==> config.mk <==
export PLATFORM = sky130hd
export DESIGN_NAME = if_id_queue
export DESIGN_NICKNAME = d
export VERILOG_FILES = /design/src/rtl/if_id_queue_pkg.sv /design/src/rtl/if_id_queue_gen_pipe_dff.sv /design/src/rtl/if_id_queue.sv
export SDC_FILE = /design/constraint.sdc
export NUM_CORES = 1
export LEC_CHECK = 0
export ABC_AREA = 1
export CAP_MARGIN = 15
export CELL_PAD_IN_SITES_DETAIL_PLACEMENT = 1
export CELL_PAD_IN_SITES_GLOBAL_PLACEMENT = 2
export CORE_UTILIZATION = 25
export CTS_BUF_LIST = sky130_fd_sc_hd__clkbuf_4 sky130_fd_sc_hd__clkbuf_8
export DETAILED_ROUTE_END_ITERATION = 7
export HOLD_SLACK_MARGIN = 0.15
export MAX_ROUTING_LAYER = met4
export PLACE_DENSITY_LB_ADDON = 0.1
export SLEW_MARGIN = 20
export SYNTH_ARGS = -nofsm -noshare
export SYNTH_HDL_FRONTEND = slang
export SYNTH_SLANG_ARGS = --single-unit
==> constraint.sdc <==
create_clock -name clk -period 7.1 [get_ports clk]
set_input_delay 1.775 -clock clk [delete_from_list [all_inputs] [get_ports clk]]
set_output_delay 1.775 -clock clk [all_outputs]
set_load 0.05 [all_outputs]
==> src/rtl/if_id_queue_pkg.sv <==
// Shared core definitions for the fetch/decode boundary: reset values,
// hold levels and bus widths used across the pipeline.
package if_id_queue_pkg;

  // Bus widths
  localparam int INST_W        = 32;
  localparam int INT_BUS_W     = 8;
  localparam int HOLD_FLAG_W   = 3;

  // Reset / idle values
  localparam logic [INST_W-1:0]    INST_NOP = 32'h0000_0001;
  localparam logic [INST_W-1:0]    ZeroWord = 32'h0000_0000;
  localparam logic [INT_BUS_W-1:0] INT_NONE = 8'h00;

  // Pipeline hold levels; a stage is held when the flag is at or above its level.
  typedef enum logic [HOLD_FLAG_W-1:0] {
    Hold_None = 3'd0,
    Hold_Pc   = 3'd1,
    Hold_If   = 3'd2,
    Hold_Id   = 3'd3
  } hold_flag_e;

  // True when the requested hold level stalls the IF/ID boundary.
  function automatic logic hold_reaches_if(input logic [HOLD_FLAG_W-1:0] flag);
    return flag >= HOLD_FLAG_W'(Hold_If);
  endfunction

endpackage

==> src/rtl/if_id_queue_gen_pipe_dff.sv <==
// Generic pipeline register: loads din every cycle, holds its value while
// hold_en is high, and returns to def_val on asynchronous reset.
module gen_pipe_dff #(
  parameter int DW = 32
) (
  input  logic          clk,
  input  logic          rst,
  input  logic          hold_en,
  input  logic [DW-1:0] def_val,
  input  logic [DW-1:0] din,
  output logic [DW-1:0] qout
);

  // Pipeline register with hold and asynchronous active-low reset.
  // NOTE: sequential state uses non-blocking (<=) so every flop samples
  // pre-edge values regardless of statement order.
  always_ff @(posedge clk or negedge rst) begin
    if (!rst) begin
      qout <= def_val;
    end else if (!hold_en) begin
      qout <= din;
    end
  end

endmodule

==> src/rtl/if_id_queue.sv <==
// Instruction queue between fetch and decode. Decouples the fetch stream
// from decode back-pressure, flushes on jump/trap, and registers the
// interrupt flags alongside the pipeline hold.
module if_id_queue
  import if_id_queue_pkg::*;
#(
  parameter int DW    = 32,
  parameter int AW    = 32,
  parameter int DEPTH = 4,
  parameter int IW    = INT_BUS_W
) (
  input  logic                     clk,
  input  logic                     rst,
  input  logic [DW-1:0]            inst_i,
  input  logic [AW-1:0]            inst_addr_i,
  input  logic                     inst_valid_i,
  output logic                     inst_ready_o,
  input  logic [HOLD_FLAG_W-1:0]   hold_flag_i,
  input  logic                     flush_i,
  input  logic [IW-1:0]            int_flag_i,
  input  logic                     id_ready_i,
  output logic [DW-1:0]            inst_o,
  output logic [AW-1:0]            inst_addr_o,
  output logic                     inst_valid_o,
  output logic [IW-1:0]            int_flag_o,
  output logic [$clog2(DEPTH):0]   level_o
);

  localparam int PTR_W = $clog2(DEPTH);
  localparam int CNT_W = PTR_W + 1;

  // Storage and bookkeeping
  logic [DW-1:0]    r_mem_inst [DEPTH];
  logic [AW-1:0]    r_mem_addr [DEPTH];
  logic [PTR_W-1:0] r_wr_ptr;
  logic [PTR_W-1:0] r_rd_ptr;
  logic [CNT_W-1:0] r_count;

  logic w_hold_en;
  logic w_full;
  logic w_empty;
  logic w_push;
  logic w_pop;

  assign w_hold_en = hold_reaches_if(hold_flag_i);
  assign w_full    = (r_count == CNT_W'(DEPTH));
  assign w_empty   = (r_count == '0);

  // Flush drops ready so nothing is written in the cycle the queue is discarded.
  assign inst_ready_o = !w_full && !flush_i;
  assign w_push       = inst_valid_i && inst_ready_o;
  // inst_valid_o gates pop, so an empty queue never pops even with a push pending.
  assign w_pop        = inst_valid_o && id_ready_i && !w_hold_en && !flush_i;

  // Write the incoming entry at the tail; pointers wrap naturally at DEPTH.
  // NOTE: storage has no reset on purpose; an entry is only read while
  // count says it was written, so stale contents are never visible.
  always_ff @(posedge clk) begin
    if (w_push) begin
      r_mem_inst[r_wr_ptr] <= inst_i;
      r_mem_addr[r_wr_ptr] <= inst_addr_i;
    end
  end

  // Pointer and occupancy tracking; flush wins over push and pop.
  always_ff @(posedge clk or negedge rst) begin
    if (!rst) begin
      r_wr_ptr <= '0;
      r_rd_ptr <= '0;
      r_count  <= '0;
    end else if (flush_i) begin
      r_wr_ptr <= '0;
      r_rd_ptr <= '0;
      r_count  <= '0;
    end else begin
      if (w_push) r_wr_ptr <= r_wr_ptr + 1'b1;
      if (w_pop)  r_rd_ptr <= r_rd_ptr + 1'b1;
      case ({w_push, w_pop})
        2'b10:   r_count <= r_count + 1'b1;
        2'b01:   r_count <= r_count - 1'b1;
        default: r_count <= r_count;
      endcase
    end
  end

  // Head presentation: registered storage only, so a push shows up a cycle later.
  assign inst_valid_o = !w_empty;
  assign inst_o       = w_empty ? DW'(INST_NOP) : r_mem_inst[r_rd_ptr];
  assign inst_addr_o  = w_empty ? AW'(ZeroWord) : r_mem_addr[r_rd_ptr];
  assign level_o      = r_count;

  // Interrupt flags follow the pipeline hold but ignore flush.
  gen_pipe_dff #(
    .DW(IW)
  ) u_int_flag_dff (
    .clk     (clk),
    .rst     (rst),
    .hold_en (w_hold_en),
    .def_val (IW'(INT_NONE)),
    .din     (int_flag_i),
    .qout    (int_flag_o)
  );

endmodule

# ---- Word level (Yosys, flattened, before mapping)
# Memory sizes are Yosys's and may differ from the RTL's.
# Cells that the tools add are included.
dict set report word_totals {
  wordCells 37
  ram_bits 256
  mem_count 2
  in_bits 80
  ff_bits 15
  out_inout_bits 77
  romBits 0
  latch_bits 0
}
dict set report op_classes {
  eq_ne 3
  order_cmp 1
  shift 0
  n_mux 10
  n_div 0
  n_mul 0
  reduce_logical 13
  add_sub_neg 4
  bitwise 0
}
# memory words width read_ports rd_ports_with_merged_regs write_ports line
set mem_list {}
lappend mem_list {r_mem_addr 4 32 1 0 1 if_id_queue.sv:34} ;# logic [AW-1:0] r_mem_addr [DEPTH];
lappend mem_list {r_mem_inst 4 32 1 0 1 if_id_queue.sv:33} ;# logic [DW-1:0] r_mem_inst [DEPTH];
# cell count
set ops {}
lappend ops {{$mux 32} 2}
lappend ops {{$mux 2} 4}
lappend ops {{$pmux 3 s2} 1}
lappend ops {{$logic_and 1x1->1} 5}
lappend ops {{$add 2x1->2 const B} 2}
lappend ops {{$logic_not 1->1} 4}
lappend ops {{$reduce_bool 2->1} 2}
lappend ops {{$add 3x1->3 const B} 1}
lappend ops {{$eq 3x3->1 const B} 1}
lappend ops {{$ge 3x2->1 const B} 1}
lappend ops {{$logic_not 3->1} 1}
lappend ops {{$mux 3} 1}
lappend ops {{$reduce_bool 3->1} 1}
lappend ops {{$sub 3x1->3 const B} 1}
lappend ops {{$eq 2x1->1 const B} 1}
lappend ops {{$eq 2x2->1 const B} 1}
lappend ops {{$mux 1} 2}

# ---- Logic depth before layout (Yosys ltp)
dict set report logic_depth {
  ltp_word 8
  mapped_depth 13
  ltp_nobuf 13
}

# ---- Worst setup path after synthesis
# No wires, ideal clock.
dict set report synth_path {
  kind {input port to flip-flop}
  start {input flush_i}
  end {memory r_mem_addr[0][0] (enable)}
  path_stages 5
  setup_ps 486
  path_buffers 0
  arrival_ps 4851
  path_slack_ps 1763
  required_ps 6614
  cell_sequence {inv_1 nand2_1 nor2_2 inv_1 nor2_1}
}
dict set report synth_between {
  elab_chain_len 5
}
# element line
set synth_rtl {}
lappend synth_rtl {{start, declared} if_id_queue.sv:19} ;# input logic flush_i,
lappend synth_rtl {{$logic_not 1->1} if_id_queue.sv:50} ;# assign inst_ready_o = !w_full && !flush_i;
lappend synth_rtl {{$logic_and 1x1->1} if_id_queue.sv:50}
lappend synth_rtl {{$logic_and 1x1->1} if_id_queue.sv:51} ;# assign w_push = inst_valid_i && inst_ready_o;
lappend synth_rtl {{$mux 1} if_id_queue.sv:59} ;# if (w_push) begin
lappend synth_rtl {{$mux 1 (implied by the code)} if_id_queue.sv:61} ;# r_mem_addr[r_wr_ptr] <= inst_addr_i;
lappend synth_rtl {{end, declared} if_id_queue.sv:34}
# Every way passes these cells.

# ---- Worst setup path in the final report
dict set report layout_path {
  start {register r_rd_ptr[0]}
  end {output inst_addr_o[19]}
}
dict set report layout_between {
  elab_chain_len 2
}
# element line
set layout_rtl {}
lappend layout_rtl {{start, declared} if_id_queue.sv:36} ;# logic [PTR_W-1:0] r_rd_ptr;
lappend layout_rtl {{start signal, assigned} if_id_queue.sv:77} ;# if (w_pop) r_rd_ptr <= r_rd_ptr + 1'b1;
lappend layout_rtl {{$mem_v2 4x32} n/a}
lappend layout_rtl {{$mux 32} if_id_queue.sv:89} ;# assign inst_addr_o = w_empty ? AW'(ZeroWord) : r_mem_addr[r_rd_ptr];
lappend layout_rtl {{end, declared} if_id_queue.sv:23} ;# output logic [AW-1:0] inst_addr_o,
# Every way passes these cells.

==> impl_metrics.env <==
export IMPL_outcome="complete, no violations"
export IMPL_io_pins=157
export IMPL_cts_root_buf="clkbuf_8"
export IMPL_synth_top_area_frac=0.720
export IMPL_grt_overflow=0
export IMPL_crit_required_ns=5.33
export IMPL_finalPower_mw=3.64
export IMPL_crit_chain="buf_4, nor2_1, nor2_1, o21ai_0, a21oi_1, clkdlybuf4s50_1"
export IMPL_ys_seq_area_frac=0.755
export IMPL_die_x_um=209
export IMPL_slowest_delay_ns=0.93
export IMPL_core_rowCount=75
export IMPL_grt_max_degree=71
export IMPL_ant_nets=0
export IMPL_grt_usage=0.140
export IMPL_rsz0062_at_grt="no"
export IMPL_final_cell_mix="256 x nor2_1, 256 x edfxtp_1, 155 x clkdlybuf4s50_1, 127 x o21ai_0, 65 x a21oi_1"
export IMPL_crit_buf_inv=2
export IMPL_drv_cap=0
export IMPL_skew_ns=0.0119
export IMPL_cp_end_kind="output port"
export IMPL_io_buffers=155
export IMPL_placed_area_um2=12800
export IMPL_layout_worst_path_cycle_share=0.787
export IMPL_clock_latency_ns=0.59
export IMPL_synthCells=833
export IMPL_use_met1=0.170
export IMPL_h_tree_depth=2
export IMPL_p_leak_nw=4.66
export IMPL_cp_arrival_ns=3.81
export IMPL_nFillCells=4592
export IMPL_numClockSinks=271
export IMPL_clk_path_buf_depth=3
export IMPL_vias_per_cell=4.35
export IMPL_cts_tree="yes"
export IMPL_p_per_area_nw_per_um2=264
export IMPL_ys_types=28
export IMPL_post_route_min_period_ns=5.59
export IMPL_vias=6880
export IMPL_drc_errors=0
export IMPL_crit_type="reg -> out"
export IMPL_antenna_found_initial=2
export IMPL_hold_class="reg -> reg"
export IMPL_slew_headroom=0.410
export IMPL_drtIter0Drc=279
export IMPL_dp_final_hpwl_um=15900
export IMPL_die_area_um2=43500
export IMPL_yosys_register_bits=271
export IMPL_place_gp_congestion=0.676
export IMPL_grt_busiest_layer="met2"
export IMPL_max_freq_mhz=179
export IMPL_cp_start_kind="register"
export IMPL_syn_nets=918
export IMPL_met3_usage=0.0322
export IMPL_critPathSlowestCell="dfrtp_4"
export IMPL_crit_family="buffers and inverters"
export IMPL_clk_pin_slew_ns=0.05
export IMPL_wl_per_cell_um=18.4
export IMPL_syn_area_per_cell_um2=12.8
export IMPL_dp_cells=1492
export IMPL_yosysTopAreaCell="edfxtp_1"
export IMPL_crit_top_cell="nor2_1"
export IMPL_start_util=0.254
export IMPL_synth_cell_area_um2=10700
export IMPL_finalSetupViolations=0
export IMPL_cts_buffers_inserted=51
export IMPL_firstDrtPassIters=4
export IMPL_peakVddDrop_mv=0.112
export IMPL_area_growth_pct=28.8
export IMPL_die_y_um=209
export IMPL_final_cells=1583
export IMPL_grt_pass1_wl_um=44100
export IMPL_core_area_um2=42000
export IMPL_hold_viol_final=0
export IMPL_drv_slew=0
export IMPL_cts_resized=0
export IMPL_drive_gt1_frac=0.115
export IMPL_drt_wl_total_um=29200
export IMPL_tightest_slew_ns=0.884
export IMPL_yosys_top_cells_area="edfxtp_1 72%, nor2_1 9.1%, o21ai_0 6.0%"
export IMPL_grtUsageMet2=0.226
export IMPL_hold_slack_ns=0.506
export IMPL_finalNetCount=1091
export IMPL_grt_pass1_vias=7285
export IMPL_cp_max_fo=70
export IMPL_hold_buffers=0
export IMPL_yosysWarnings=0
export IMPL_tns_ns=0
export IMPL_cts_setup_buffers=0
export IMPL_final_cell_area_um2=13800
-- routing by layer --
metal | wire, µm | vias to the layer above | share of wire
li1 | - | 3298 | -
met1 | 13200 | 3396 | 0.45
met2 | 14000 | 130 | 0.48
met3 | 1300 | 56 | 0.044
met4 | 669 | 0 | 0.023
met5 | 0 | - | 0
-- worst paths after layout --
check | slack (ns) | startpoint | cells after the start | end
setup / recovery | 1.51 | r_rd_ptr[0]$_DFFE_PN0P_ | 6 | inst_addr_o[19]
hold reg to reg | 0.51 | u_int_flag_dff.qout[2]$_DFFE_PN0N_ | 1 | u_int_flag_dff.qout[2]$_DFFE_PN0N_
max in group asynchronous | 4.86 | rst | 1 | r_rd_ptr[0]$_DFFE_PN0P_
setup reg to reg | 4.65 | level_o[0]$_DFFE_PN0P_ | 7 | r_mem_addr[1][5]$_DFFE_PP_
min in group asynchronous | 1.65 | rst | 1 | u_int_flag_dff.qout[5]$_DFFE_PN0N_
hold / removal | 0.51 | u_int_flag_dff.qout[2]$_DFFE_PN0N_ | 1 | u_int_flag_dff.qout[2]$_DFFE_PN0N_
-- sequential cells by signal (all words and copies together) (netlist names) --
signal and flops:
level_o 3, r_mem_addr 128, r_mem_inst 128, r_rd_ptr 2, r_wr_ptr 2, u_int_flag_dff.qout 8
-- kinds of logic after synthesis --
group / synth area share
and+or+nand+nor: 0.104
AOI/OAI and AO/OA: 0.0949
muxes: 0.00844
xor gates and xnor gates: 0.000820
buffers and inverters: 0.0303
DFF: 0.755
adders and majority gates: 0.00656
-- synthesized netlist by cell type --
cell type / number
nand2_1: 13
dfrtp_1: 15
o311ai_0: 1
nor2_8: 1
a21oi_1: 65
a22o_1: 1
ha_1: 4
fa_1: 1
nand2_2: 3
nor2_2: 2
nor2_1: 260
a21oi_2: 1
xnor2_1: 1
buf_6: 2
nand3_1: 1
o21ai_1: 2
edfxtp_1: 256
buf_2: 7
inv_1: 15
nand4_1: 3
clkbuf_1: 19
o21ai_0: 127
a21oi_4: 1
inv_2: 3
buf_1: 6
mux2_2: 8
nand3_2: 1
buf_4: 14
-- per-stage QoR --
stage	util	setup slack, ns
6_report	0.327	1.51
5_1_grt	0.327	1.16
4_1_cts	0.327	1.35
3_5_place_dp	0.304	1.87
3_3_place_gp	0.304	1.86
2_1_floorplan	-	1.76
-- power by group --
part	internal (mW)	switching, mW
combinational	0.125	0.248
clock	0.821	0.627
sequential	1.80	0.0155
-- final cells by class --
| class | count | area (µm²) | share of cell area |
|---|---|---|---|
| antenna | 3 | 7.51 | 0.000546 |
| inverter | 18 | 68.8 | 0.00500 |
| tap | 539 | 674 | 0.0490 |
| timing repair buffer | 168 | 1650 | 0.120 |
| multi-input combinational | 496 | 2320 | 0.169 |
| clock buffer | 79 | 931 | 0.0677 |
| sequential | 271 | 8070 | 0.586 |
| clock inverter | 9 | 35.0 | 0.00255 |
No activity file was read; power rests on OpenSTA's default activity.
